<file path="src/rtl/fixed_pkg.sv">
// Shared fixed-point types: rounding and overflow mode selectors plus legal parameter bounds.
package fixed_pkg;

  typedef enum logic {
    ROUND_TRUNC,
    ROUND_NEAREST
  } round_mode_e;

  typedef enum logic {
    OVF_WRAP,
    OVF_SATURATE
  } ovf_mode_e;

  localparam int unsigned MIN_TOTAL_BITS = 2;
  localparam int unsigned MAX_TOTAL_BITS = 32;
  localparam int unsigned MIN_STAGES     = 1;
  localparam int unsigned MAX_STAGES     = 4;

endpackage

</file>
<file path="src/rtl/fixed_mul_core.sv">
// Combinational unsigned fixed-point multiply: exact product, optional half-up rounding,
// rescale by the fractional width, then overflow detect with wrap or saturate.
module fixed_mul_core
  import fixed_pkg::*;
#(
  parameter int unsigned TOTAL_BITS      = 24,
  parameter int unsigned FRACTIONAL_BITS = 16,
  parameter round_mode_e ROUND           = ROUND_TRUNC,
  parameter ovf_mode_e   OVERFLOW        = OVF_WRAP
) (
  input  logic [TOTAL_BITS-1:0] a,
  input  logic [TOTAL_BITS-1:0] b,
  output logic [TOTAL_BITS-1:0] result_c,
  output logic                  overflow_c
);

  localparam int unsigned PW = 2 * TOTAL_BITS;

  // Half an output LSB; the shift pair yields zero when there are no fractional bits.
  localparam logic [PW-1:0] HALF_LSB = (PW'(1) << FRACTIONAL_BITS) >> 1;
  localparam logic [PW-1:0] RND_ADD  = (ROUND == ROUND_NEAREST) ? HALF_LSB : '0;

  logic [PW-1:0] product_c;
  logic [PW-1:0] rounded_c;
  logic [PW-1:0] shifted_c;

  // The rounding constant is below 2^TOTAL_BITS, so the sum cannot carry out of PW bits.
  always_comb begin
    product_c  = PW'(a) * PW'(b);
    rounded_c  = product_c + RND_ADD;
    shifted_c  = rounded_c >> FRACTIONAL_BITS;
    overflow_c = |shifted_c[PW-1:TOTAL_BITS];
    result_c   = shifted_c[TOTAL_BITS-1:0];
    if (overflow_c && (OVERFLOW == OVF_SATURATE)) begin
      result_c = '1;
    end
  end

endmodule

</file>
<file path="src/rtl/fixed_mul_pipe.sv">
// Pipelined unsigned fixed-point multiplier with valid/ready flow control; the whole
// pipeline advances together whenever the output slot is empty or being drained.
module fixed_mul_pipe
  import fixed_pkg::*;
#(
  parameter int unsigned TOTAL_BITS      = 24,
  parameter int unsigned FRACTIONAL_BITS = 16,
  parameter int unsigned STAGES          = 2,
  parameter round_mode_e ROUND           = ROUND_TRUNC,
  parameter ovf_mode_e   OVERFLOW        = OVF_WRAP
) (
  input  logic                  clk,
  input  logic                  reset,
  input  logic [TOTAL_BITS-1:0] in1,
  input  logic [TOTAL_BITS-1:0] in2,
  input  logic                  in_valid,
  output logic                  in_ready,
  output logic [TOTAL_BITS-1:0] out,
  output logic                  out_overflow,
  output logic                  out_valid,
  input  logic                  out_ready
);

  if ((TOTAL_BITS < MIN_TOTAL_BITS) || (TOTAL_BITS > MAX_TOTAL_BITS) ||
      (FRACTIONAL_BITS >= TOTAL_BITS) ||
      (STAGES < MIN_STAGES) || (STAGES > MAX_STAGES)) begin : g_param_check
    $error("fixed_mul_pipe: illegal TOTAL_BITS/FRACTIONAL_BITS/STAGES combination");
  end

  logic [TOTAL_BITS-1:0] core_result_c;
  logic                  core_overflow_c;
  logic                  advance_c;

  logic [TOTAL_BITS-1:0] data_q [STAGES];
  logic [STAGES-1:0]     ovf_q;
  logic [STAGES-1:0]     vld_q;

  fixed_mul_core #(
    .TOTAL_BITS      (TOTAL_BITS),
    .FRACTIONAL_BITS (FRACTIONAL_BITS),
    .ROUND           (ROUND),
    .OVERFLOW        (OVERFLOW)
  ) u_core (
    .a          (in1),
    .b          (in2),
    .result_c   (core_result_c),
    .overflow_c (core_overflow_c)
  );

  // Bubbles are not collapsed, so acceptance is exactly the global advance condition.
  assign advance_c = !vld_q[STAGES-1] || out_ready;
  assign in_ready  = advance_c;

  // Stage 0 captures the core result; later stages are pure delay.
  always_ff @(posedge clk or posedge reset) begin
    if (reset) begin
      for (int i = 0; i < int'(STAGES); i++) begin
        data_q[i] <= '0;
      end
      ovf_q <= '0;
      vld_q <= '0;
    end else if (advance_c) begin
      data_q[0] <= core_result_c;
      ovf_q[0]  <= core_overflow_c;
      vld_q[0]  <= in_valid;
      for (int i = 1; i < int'(STAGES); i++) begin
        data_q[i] <= data_q[i-1];
        ovf_q[i]  <= ovf_q[i-1];
        vld_q[i]  <= vld_q[i-1];
      end
    end
  end

  assign out          = data_q[STAGES-1];
  assign out_overflow = ovf_q[STAGES-1];
  assign out_valid    = vld_q[STAGES-1];

endmodule

</file>
<file path="config.mk">
export PLATFORM = sky130hd
export DESIGN_NAME = fixed_mul_pipe
export DESIGN_NICKNAME = d
export VERILOG_FILES = /design/src/rtl/fixed_pkg.sv /design/src/rtl/fixed_mul_core.sv /design/src/rtl/fixed_mul_pipe.sv
export SDC_FILE = /design/constraint.sdc
export NUM_CORES = 1
export LEC_CHECK = 0
export BUFFER_PORTS_ARGS = -buffer_cell sky130_fd_sc_hd__buf_2
export CAP_MARGIN = 20
export CORE_ASPECT_RATIO = 0.9
export CORE_UTILIZATION = 60
export CTS_CLUSTER_SIZE = 10
export DETAILED_ROUTE_END_ITERATION = 8
export PLACE_DENSITY = 0.9
export SLEW_MARGIN = 20
export SYNTH_ARGS = -nofsm -noshare
export SYNTH_HDL_FRONTEND = slang
export SYNTH_SLANG_ARGS = --single-unit
</file>
<file path="constraint.sdc">
create_clock -name clk -period 2.1 [get_ports clk]
set_input_delay 0.315 -clock clk [delete_from_list [all_inputs] [get_ports clk]]
set_output_delay 0.315 -clock clk [all_outputs]
set_load 0.01 [all_outputs]
</file>
==> results_dict.tcl <==
set metrics [dict create \
    status "finished with violations" \
    violations "setup timing" \
    synth-edff-count 0 \
    synthFlopType "dfrtp_1" \
    synthMuxAreaShare 0.00174 \
    drt-initial-drc-count 1452 \
    clkTransAtPathRegs_ps 70 \
    synth_simple_gate_area_frac 0.183 \
    start_util 0.612 \
    synth_commonest_cells "inv_1 (544), fa_1 (481), nand2_1 (373)" \
    cts.sinks 52 \
    finalSetupViolCount 25 \
    grt_pass1_vias 20100 \
    fillers 2124 \
    r2r_end "ovf_q[0]" \
    cts_tree "built" \
    grt_max_degree 63 \
    arrival_ps 6900 \
    synth_seq_cells 52 \
    port_buffers 78 \
    synth.area.top_cells "fa_1 (46%), ha_1 (10%), inv_1 (9.8%)" \
    floorplan.rows 64 \
    die_x_um 199 \
    h-tree-depth 2 \
    finalClockSkew_ps 8.59 \
    crit_required_ps 2260 \
    yosysTopAreaCell "fa_1" \
    rsz0062_at_grt "true" \
    endpoint_kind "flip-flop" \
    grt_pass1_wl_mm 96.8 \
    drt.antenna.violating_nets 0 \
    ys_seq_area_frac 0.0623 \
    fin_crit_sh 3.21 \
    synth.most_common_cell "inv_1" \
    grt_use_total 0.352 \
    hpwl_mm 47.7 \
    synthArstFlopShare 1.00 \
    slew_headroom 0.565 \
    hold_class "in2async" \
    worstSetupPathType "in2reg" \
    cts_hold_buf 0 \
    firstDrtPassIters 6 \
    core-area_um2 34100 \
    num_antenna_cells 0 \
    postSynthCellCount 2359 \
    synth_top_family_by_area "adder cells" \
    place_congestion 0.993 \
    syn-num-nets 3062 \
    fin_area_um2 25000 \
    num-nets-final 3280 \
    crit_fanout 21 \
    wl_per_cell_um 20.1 \
    regToRegStartpoint "vld_q[1]" \
    clk_latency_ps 290 \
    maxCapViolations 0 \
    cts-buffers-inserted 5 \
    area_growth_pct 19.8 \
    synthXorXnorAreaFrac 0.0117 \
    ys_types 54 \
    clockRootBuffer "clkbuf_16" \
    dp.cells 2999 \
    clock_path_buffers 2 \
    slew_viol_final 0 \
    ys_warn_count 0 \
    antenna_found_initial 0 \
    stdcell_count 3040 \
    rrSetupSlack_ps 380 \
    synth.top_cell.area_share 0.461 \
    final_layout_size_suffix_gt1_frac 0.217 \
    synth_compound_area_frac 0.0506 \
    fin_util 0.733 \
    reg2regPathDepth 7 \
    vias_per_cell 5.78 \
    drc 0 \
    period_minus_slack_ps 6740 \
    hold_violations 0 \
    layout_setup_ws_ps -4640 \
    via_count 17600 \
    tightest_slew_ps 653 \
    fmax_mhz 148 \
    routed_wl_mm 61.2 \
    hold-worst-slack_ps 188 \
    place_area_um2 23500 \
    syn_avg_cell_area_um2 8.85 \
    synthAdderAreaFrac 0.563 \
    startpoint_type "input pin" \
    io_pins 79 \
    die_y_um 179 \
    syn-cell-area_um2 20900 \
    dieArea_um2 35500 \
    grt_remaining_overflow 0 \
]
==> per-stage QoR <==
step	setup WS, ps	setup TNS (ps)
floorplan	-4260	-90360
global placement	-4670	-106730
detailed placement	-4940	-110680
CTS	-4320	-97950
global route	-4760	-106960
finish	-4640	-103710
==> timing repair <==
item	4_1_cts	5_1_grt
gates resized for setup	188	86
setup buffers	25	14
setup endpoints to repair	25	25
cloned	3	0
pin swaps	96	68
==> worst max-delay path by stage <==
stage,from,to,slack (ps),cells past startpoint
floorplan,in2[15],ovf_q[0],-4260,22
global placement,in1[13],ovf_q[0],-4670,24
global route,in1[8],data_q[41],-4760,27
detailed placement,in1[15],ovf_q[0],-4940,24
CTS,in1[11],ovf_q[0],-4320,24
finish,in2[11],data_q[41],-4640,27
==> cell type report <==
cell class	count	area (µm²)	area share
repair buffers	351	3040	0.121
flip-flops and latches	52	1300	0.0520
clock inverters	2	16.3	0.000650
well taps	462	578	0.0231
clock buffers	6	129	0.00515
multi-input cells	1622	17900	0.716
inverters	545	2050	0.0818
==> placed cells by master (no fill, tap or decap), types with 5 or more instances in the layout <==
master       n
inv_1      510
fa_1       462
nand2_1    364
and2_1     280
buf_4      235
ha_1       145
dfrtp_1     52
buf_6       49
buf_2       41
a21oi_1     39
inv_2       35
nor2_1      35
and2_4      33
a21o_1      23
ha_4        21
fa_2        19
a21oi_2     16
buf_12      16
nand4_1     13
o21ai_0     13
o21ai_1     11
xor2_1      11
a21oi_4      7
nand2_2      6
o211ai_1     6
xnor2_2      6
xnor2_1      6
buf_8        6
o21ai_2      5
nand3_1      5
clkbuf_16    5
==> layer usage <==
layer	vias to the layer above	global-route usage	wire (µm)
met4	0	0.241	4620
met2	1054	0.628	31600
met1	8817	0.394	20500
li1	7309	-	-
met5	-	0	0
met3	376	0.0463	4440
==> logic make-up (layout without fill, tap and decap cells) <==
family / Yosys count / after routing
AND/OR/NAND/NOR: 776 / 776
XOR/XNOR: 28 / 28
buffers and inverters: 685 / 904
flip-flops: 52 / 52
multiplexers: 3 / 3
AO/OA/AOI/OAI: 164 / 164
adder cells (fa/ha/maj): 651 / 651
==> flip-flops by register name, indices dropped and copies added, names as in the netlist <==
signal / flops
data_q: 24
out: 24
vld_q: 2
ovf_q: 2
==> worst max-delay path: stages <==
cell and delay (ps):
buf_4 200, and2_1 220, fa_2 360, fa_1 550, inv_2 50, fa_1 570, inv_2 50, fa_1 510
inv_1 50, fa_1 490, inv_2 40, fa_1 490, inv_2 40, fa_1 520, inv_2 50, ha_4 250
buf_4 130, buf_6 120, a21oi_4 130, o21ai_1 80, a21oi_1 210, o21ai_2 130, o31a_1 370, a221oi_2 390
o21ai_1 160, xnor2_1 290, o21ai_1 110
Power is not shown: default switching activity piles up to over one toggle a cycle in this logic, so the estimate is an artifact.
